**config.mk**
```make
export PLATFORM = sky130hd
export DESIGN_NAME = maxmin_sched
export DESIGN_NICKNAME = d
export VERILOG_FILES = /design/src/rtl/maxmin_pkg.sv /design/src/rtl/rr_arbiter.sv /design/src/rtl/maxmin_sched.sv
export SDC_FILE = /design/constraint.sdc
export NUM_CORES = 1
export LEC_CHECK = 0
export BUFFER_PORTS_ARGS = -buffer_cell sky130_fd_sc_hd__buf_2
export CAP_MARGIN = 15
export CORE_MARGIN = 8
export CORE_UTILIZATION = 41
export CTS_CLUSTER_DIAMETER = 60
export DETAILED_ROUTE_END_ITERATION = 8
export PLACE_DENSITY = 0.71
export REMOVE_ABC_BUFFERS = 1
export SYNTH_ARGS = -nofsm -noshare
export SYNTH_HDL_FRONTEND = slang
export SYNTH_HIERARCHICAL = 1
export SYNTH_SLANG_ARGS = --single-unit
```
**constraint.sdc**
```tcl
create_clock -name clk -period 3.5 [get_ports clk]
set_clock_uncertainty 0.05 [all_clocks]
set_input_delay 0.35 -clock clk [delete_from_list [all_inputs] [get_ports clk]]
set_output_delay 0.35 -clock clk [all_outputs]
set_load 0.005 [all_outputs]
```
**src/rtl/maxmin_pkg.sv**
```systemverilog
// maxmin_pkg
//   Shared definitions for the max/min burst scheduler: FSM state encoding,
//   default sample width and the fill bits used to initialise the running
//   maximum (all zeros) and running minimum (all ones) accumulators.
package maxmin_pkg;

  // Raw state codes, kept as plain constants for code that predates the enum
  localparam logic [1:0] ST_IDLE   = 2'b00;
  localparam logic [1:0] ST_STREAM = 2'b01;
  localparam logic [1:0] ST_DONE   = 2'b10;

  typedef enum logic [1:0] {
    IDLE   = ST_IDLE,
    STREAM = ST_STREAM,
    DONE   = ST_DONE
  } state_t;

  localparam int DEF_DATA_W = 8;

  // Any sample beats the max seed and undercuts the min seed
  localparam logic MAXV_INIT_BIT = 1'b0;
  localparam logic MINV_INIT_BIT = 1'b1;

endpackage

```
**src/rtl/rr_arbiter.sv**
```systemverilog
// rr_arbiter
//   Combinational round-robin pick: searches req starting at the position just
//   after last_ptr (wrapping) and returns the first set request.
// Ports
//   req       in  NREQ   request vector
//   last_ptr  in  IDW    index of the most recently served requester
//   win_oh    out NREQ   one-hot winner (all zeros when req==0)
//   win_idx   out IDW    index of the winner (0 when req==0)
module rr_arbiter #(
  parameter int NREQ = 4
) (
  input  logic [NREQ-1:0]         req,
  input  logic [$clog2(NREQ)-1:0] last_ptr,
  output logic [NREQ-1:0]         win_oh,
  output logic [$clog2(NREQ)-1:0] win_idx
);

  localparam int IDW = $clog2(NREQ);

  // Walk every position once, starting after last_ptr; first hit wins
  always_comb begin
    int                 pos_v;
    logic [IDW-1:0]     pos_s;
    logic               found_s;
    logic               hit_s;
    win_oh  = {NREQ{1'b0}};
    win_idx = {IDW{1'b0}};
    found_s = 1'b0;
    pos_v   = 0;
    pos_s   = {IDW{1'b0}};
    hit_s   = 1'b0;
    for (int k = 1; k <= NREQ; k++) begin
      pos_v          = (int'(last_ptr) + k) % NREQ;
      pos_s          = pos_v[IDW-1:0];
      hit_s          = (!found_s) && req[pos_s];
      win_oh[pos_s]  = hit_s;
      win_idx        = hit_s ? pos_s : win_idx;
      found_s        = found_s | hit_s;
    end
  end

endmodule

```
**src/rtl/maxmin_sched.sv**
```systemverilog
// maxmin_sched
//   Shares one running max/min accumulator between NREQ requesters. A
//   round-robin pick grants one requester, LEN samples are taken from it, and
//   the burst max, min and owner id are presented with a one-cycle out_valid.
//   Dropping the owner's req mid-burst abandons the burst without a result.
// Ports
//   clk        in   1            clock, all state on posedge
//   rst        in   1            synchronous active-high reset
//   req        in   NREQ         requester i wants a burst
//   in_valid   in   NREQ         per-requester sample strobe
//   in_num     in   NREQ*DATA_W  packed samples, requester i at [i*DATA_W +: DATA_W]
//   gnt        out  NREQ         registered one-hot grant
//   out_valid  out  1            one-cycle result pulse
//   out_max    out  DATA_W       burst maximum
//   out_min    out  DATA_W       burst minimum
//   out_id     out  IDW          owner of the result
module maxmin_sched
  import maxmin_pkg::*;
#(
  parameter int NREQ   = 4,
  parameter int DATA_W = DEF_DATA_W,
  parameter int LEN    = 15
) (
  input  logic                     clk,
  input  logic                     rst,
  input  logic [NREQ-1:0]          req,
  input  logic [NREQ-1:0]          in_valid,
  input  logic [NREQ*DATA_W-1:0]   in_num,
  output logic [NREQ-1:0]          gnt,
  output logic                     out_valid,
  output logic [DATA_W-1:0]        out_max,
  output logic [DATA_W-1:0]        out_min,
  output logic [$clog2(NREQ)-1:0]  out_id
);

  localparam int IDW   = $clog2(NREQ);
  localparam int CNT_W = $clog2(LEN + 1);

  localparam logic [DATA_W-1:0] MAX_INIT = {DATA_W{MAXV_INIT_BIT}};
  localparam logic [DATA_W-1:0] MIN_INIT = {DATA_W{MINV_INIT_BIT}};
  localparam logic [CNT_W-1:0]  LAST_CNT = CNT_W'(LEN - 1);

  state_t              state_r;
  logic [NREQ-1:0]     gnt_r;
  logic [IDW-1:0]      own_r;
  logic [IDW-1:0]      rr_ptr_r;
  logic [CNT_W-1:0]    count_r;
  logic [DATA_W-1:0]   acc_max_r;
  logic [DATA_W-1:0]   acc_min_r;
  logic                out_valid_r;
  logic [DATA_W-1:0]   out_max_r;
  logic [DATA_W-1:0]   out_min_r;
  logic [IDW-1:0]      out_id_r;

  logic [NREQ-1:0]     arb_oh_s;
  logic [IDW-1:0]      arb_idx_s;
  logic                sel_valid_s;
  logic [DATA_W-1:0]   sel_data_s;
  logic                own_req_s;
  logic [DATA_W-1:0]   nxt_max_s;
  logic [DATA_W-1:0]   nxt_min_s;
  logic                last_s;

  rr_arbiter #(.NREQ(NREQ)) u_arb (
    .req      (req),
    .last_ptr (rr_ptr_r),
    .win_oh   (arb_oh_s),
    .win_idx  (arb_idx_s)
  );

  // Route the owner's strobe, sample and request; strobe is also gated by gnt
  // so nothing is accepted outside STREAM
  always_comb begin
    sel_valid_s = 1'b0;
    sel_data_s  = {DATA_W{1'b0}};
    own_req_s   = 1'b0;
    for (int i = 0; i < NREQ; i++) begin
      sel_valid_s = (own_r == IDW'(i)) ? (gnt_r[i] & in_valid[i])       : sel_valid_s;
      sel_data_s  = (own_r == IDW'(i)) ? in_num[i*DATA_W +: DATA_W]     : sel_data_s;
      own_req_s   = (own_r == IDW'(i)) ? req[i]                         : own_req_s;
    end
  end

  // Unsigned running extremes; ties keep the current value
  always_comb begin
    nxt_max_s = (sel_data_s > acc_max_r) ? sel_data_s : acc_max_r;
    nxt_min_s = (sel_data_s < acc_min_r) ? sel_data_s : acc_min_r;
    last_s    = (count_r == LAST_CNT);
  end

  // Scheduler FSM, counter, accumulators and registered outputs
  always_ff @(posedge clk) begin
    if (rst) begin
      state_r     <= IDLE;
      gnt_r       <= {NREQ{1'b0}};
      own_r       <= {IDW{1'b0}};
      rr_ptr_r    <= IDW'(NREQ - 1);
      count_r     <= {CNT_W{1'b0}};
      acc_max_r   <= MAX_INIT;
      acc_min_r   <= MIN_INIT;
      out_valid_r <= 1'b0;
      out_max_r   <= MAX_INIT;
      out_min_r   <= MIN_INIT;
      out_id_r    <= {IDW{1'b0}};
    end else begin
      case (state_r)
        IDLE: begin
          out_valid_r <= 1'b0;
          if (|req) begin
            state_r   <= STREAM;
            gnt_r     <= arb_oh_s;
            own_r     <= arb_idx_s;
            acc_max_r <= MAX_INIT;
            acc_min_r <= MIN_INIT;
            count_r   <= {CNT_W{1'b0}};
          end else begin
            gnt_r     <= {NREQ{1'b0}};
          end
        end
        STREAM: begin
          out_valid_r <= 1'b0;
          // Abort wins over a same-cycle sample, which is thrown away
          if (!own_req_s) begin
            state_r  <= IDLE;
            gnt_r    <= {NREQ{1'b0}};
            rr_ptr_r <= own_r;
          end else if (sel_valid_s) begin
            acc_max_r <= nxt_max_s;
            acc_min_r <= nxt_min_s;
            count_r   <= count_r + CNT_W'(1);
            if (last_s) begin
              // Result is loaded on entry so it is visible during DONE
              state_r     <= DONE;
              gnt_r       <= {NREQ{1'b0}};
              out_valid_r <= 1'b1;
              out_max_r   <= nxt_max_s;
              out_min_r   <= nxt_min_s;
              out_id_r    <= own_r;
              rr_ptr_r    <= own_r;
            end else begin
              state_r     <= STREAM;
            end
          end else begin
            state_r <= STREAM;
          end
        end
        DONE: begin
          out_valid_r <= 1'b0;
          gnt_r       <= {NREQ{1'b0}};
          state_r     <= IDLE;
        end
        default: begin
          state_r     <= IDLE;
          gnt_r       <= {NREQ{1'b0}};
          out_valid_r <= 1'b0;
        end
      endcase
    end
  end

  assign gnt       = gnt_r;
  assign out_valid = out_valid_r;
  assign out_max   = out_max_r;
  assign out_min   = out_min_r;
  assign out_id    = out_id_r;

endmodule

```
==> metrics.txt <==
Seq cells post-synth=49; largest net degree at the start of global routing=42; Resized cells post-CTS=0; CTS clock-pin slew for the worst setup and hold paths=0.09 ns; initial antenna violation count=0; Crit Reg-Reg Startpoint=own_r[0]$_SDFFE_PP0P_; setup TNS=0 ns; Die X=105.4 um; clk_lat worst skew=0.30 ns; vias per inst=5.532; Iter 0 DRT Violations=102; nets=465; sequential area share after synthesis=29.97%; full die area=11,100 um2; met3 Use GR=2.497%; DRT Wirelength=7.670 mm; # hold bufs at CTS=0; Initial Utilization=42.36%; filler cell count=744; GR Util All Layers=13.58%; CP delay by family, top=multiplexers; FMAX=0.3415 GHz; Slew @ Worst Pin=0.6821 ns; Worst setup startpoint=own_r[0]$_SDFFE_PP0P_; Synth Flop Type=dfxtp_1; asr flop ratio synth=0%; via count=2,766; H-tree Lvls=2; vias in the first global route=2,725; diodes inserted=0; Lkg Pwr=0.001599 uW; maxcap violations=0; GR Overflow Total=0; RSZ-0062 raised after global routing=false; multi-input combinational cell area=2059 um2; P&R area growth vs syn=14.41%; Slowest Stage Delay on Critical Path=0.62 ns; first-pass GRT wire length=12.76 mm; Post-synth EDFFs=0; WP data arrival=3.05 ns; # setup viols final=0; reg2reg setup slack=0.57 ns; Buffers & Inverters on Critical Path=1; Period minus WS final=2.929 ns; CP Capture Point=out_max[6]$_SDFFE_PP0P_; fin util=48.46%; post-synthesis cell area=3273 um2; Ys Warns=6; gr busiest metal=met2; Avg Cell Area, Syn=9.599 um2; Worst Reg-to-Reg Cells=9; slowest CP cell=mux4_2; status=finished, final reports clean; std cell rows=32; Worst slew margin=54.47%; Hold Vio Cnt, Final=0; core box area=7727 um2; CP max FO=10; critical path depth=9; Die Height=105.4 um; Slew Viols, Final=0; critical path class=register to register; unique cell type count in the Yosys netlist=58; top cell type by total area after synthesis=dfxtp_1; CP required=3.62 ns; HP Class=primary input to register; Sequential Area=980.9 um2; DPL Wire Length=5.842 mm; Post CTS Setup Buffer Count=0; share of the synthesized area in the top cell type=29.97%; Max VDD drop=0.0001888 V; wire length per cell=15.34 um; Startpoint Class=register; Inserted Clock Buffers=5; # IOs=65; GPL Wtd Cong=0.8331; met2 usage=24.82%; # DRC=0; Reg-to-Reg End=out_max[6]$_SDFFE_PP0P_; Longest Clk Path Bufs=2; layout cells sized above 1=29.40%; GR Util met1=15.96%; Gate Count Post-Synth=341; CTS tree=built; Clock Tree Root=clkbuf_8; Power per Cell Area=414.2 nW/um2; # port buffers=64; worst-path cell chain=buf_4 > mux4_2 > ha_1 > nor2b_1 > o211ai_1 > a21oi_1 > o22a_1 > mux2i_1 > a211oi_2; Antenna Nets Post-Route=0; Final Cycle Share=83.67%; total clock sinks=49; CP Capture Type=register; largest cells by area after synthesis=dfxtp_1, ha_1, mux4_2; DRT Pass-1 Iters=4
[metrics by stage]
| stage | power (uW) | area (um2) | std cells | worst slack [ns] | hold WS, ns |
|---|---|---|---|---|---|
| finish | 1551 | 3745 | 500 | 0.5714 | 0.3317 |
| floorplan | 1018 | 3126 | 318 | 0.5217 | 0.3646 |
| detailed placement | 1176 | 3641 | 493 | 0.5901 | 0.4011 |
| global placement | 1163 | 3641 | 493 | 0.6538 | 0.3953 |
| global route | 1654 | 3745 | 500 | 0.3159 | 0.3410 |
| CTS | 1568 | 3745 | 500 | 0.5679 | 0.3208 |
[flip-flops by register name (all words and copies together), names as in the netlist, 4 cells and up]
register and flops:
out_max 8, gnt 4, acc_min_r 8, out_min 8, acc_max_r 8, count_r 4
[placed cells by master, fill, tap and decap left out, types with 5 or more instances in the layout]
| cell | n |
|---|---|
| inv_1 | 21 |
| o21ai_0 | 8 |
| clkbuf_8 | 5 |
| mux4_2 | 10 |
| mux2i_1 | 13 |
| a211oi_2 | 8 |
| nor2_1 | 28 |
| a22o_1 | 9 |
| buf_4 | 9 |
| o211ai_1 | 7 |
| a21oi_1 | 9 |
| a221oi_1 | 5 |
| ha_1 | 25 |
| nor2b_1 | 8 |
| dfxtp_1 | 49 |
| nor3_1 | 17 |
| a211oi_1 | 7 |
| buf_2 | 64 |
| nand2_1 | 23 |
| nor4_1 | 10 |
[cell usage after synthesis, drive strengths merged (2+ instances only)]
| cell type | instances |
|---|---|
| nand3b | 2 |
| nand4 | 4 |
| o211ai | 7 |
| xor2 | 2 |
| a22o | 9 |
| nor4b | 3 |
| ha | 25 |
| nor4 | 10 |
| a21oi | 9 |
| a31oi | 2 |
| dfxtp | 49 |
| nor2b | 8 |
| a2111oi | 5 |
| o21ai | 8 |
| mux2i | 13 |
| and3b | 4 |
| a221oi | 6 |
| nor3 | 20 |
| a211oi | 15 |
| mux4 | 11 |
| buf | 16 |
| nor2 | 30 |
| inv | 22 |
| nand2 | 25 |
| mux2 | 4 |
| clkbuf | 7 |
| or3 | 2 |
| nand3 | 2 |
| a311oi | 2 |
| a22oi | 5 |
[cells by family after synthesis]
| group | Yosys count | share of synthesized area [%] |
|---|---|---|
| xor gates and xnor gates | 2 | 0.5353 |
| DFF | 49 | 29.97 |
| buffers and inverters | 45 | 7.110 |
| adders and majority gates | 25 | 9.557 |
| and+or+nand+nor | 113 | 18.81 |
| AOI/OAI and AO/OA | 79 | 20.87 |
| muxes | 28 | 13.15 |
[cell type report]
cell class                      instances  share of cell area (%)
Sequential cell                        49                   26.19
Tap cell                              102                   3.408
Clock buffer                            5                   1.838
Clock inverter                          2                  0.9355
Multi-Input combinational cell        247                   55.00
Inverter                               22                   2.272
Timing Repair Buffer                   73                   10.36
[power breakdown]
group	internal, uW	switching (uW)	leakage [uW]
Sequential	588	35.4	0.000398
Clock	208	181	0.0000540
Combinational	239	300	0.00115
[worst min-delay path by stage]
stage               slack [ns]  cells past startpoint                    from                 endpoint
finish                    0.33                      2                     rst    own_r[0]$_SDFFE_PP0P_
global route              0.34                      2                     rst    own_r[1]$_SDFFE_PP0P_
CTS                       0.32                      2                     rst    own_r[0]$_SDFFE_PP0P_
detailed placement        0.40                      2  out_id[1]$_SDFFE_PP0P_   out_id[1]$_SDFFE_PP0P_
global placement          0.40                      2  out_id[1]$_SDFFE_PP0P_   out_id[1]$_SDFFE_PP0P_
floorplan                 0.36                      1                     rst  out_max[0]$_SDFFE_PP0P_
[per-layer routing]
layer,vias up,share of wire (%)
met1,1313,44
met4,0,0.90
met2,42,52
met5,-,0
li1,1404,-
met3,7,3.1
Power figures use the tool's default switching activity.
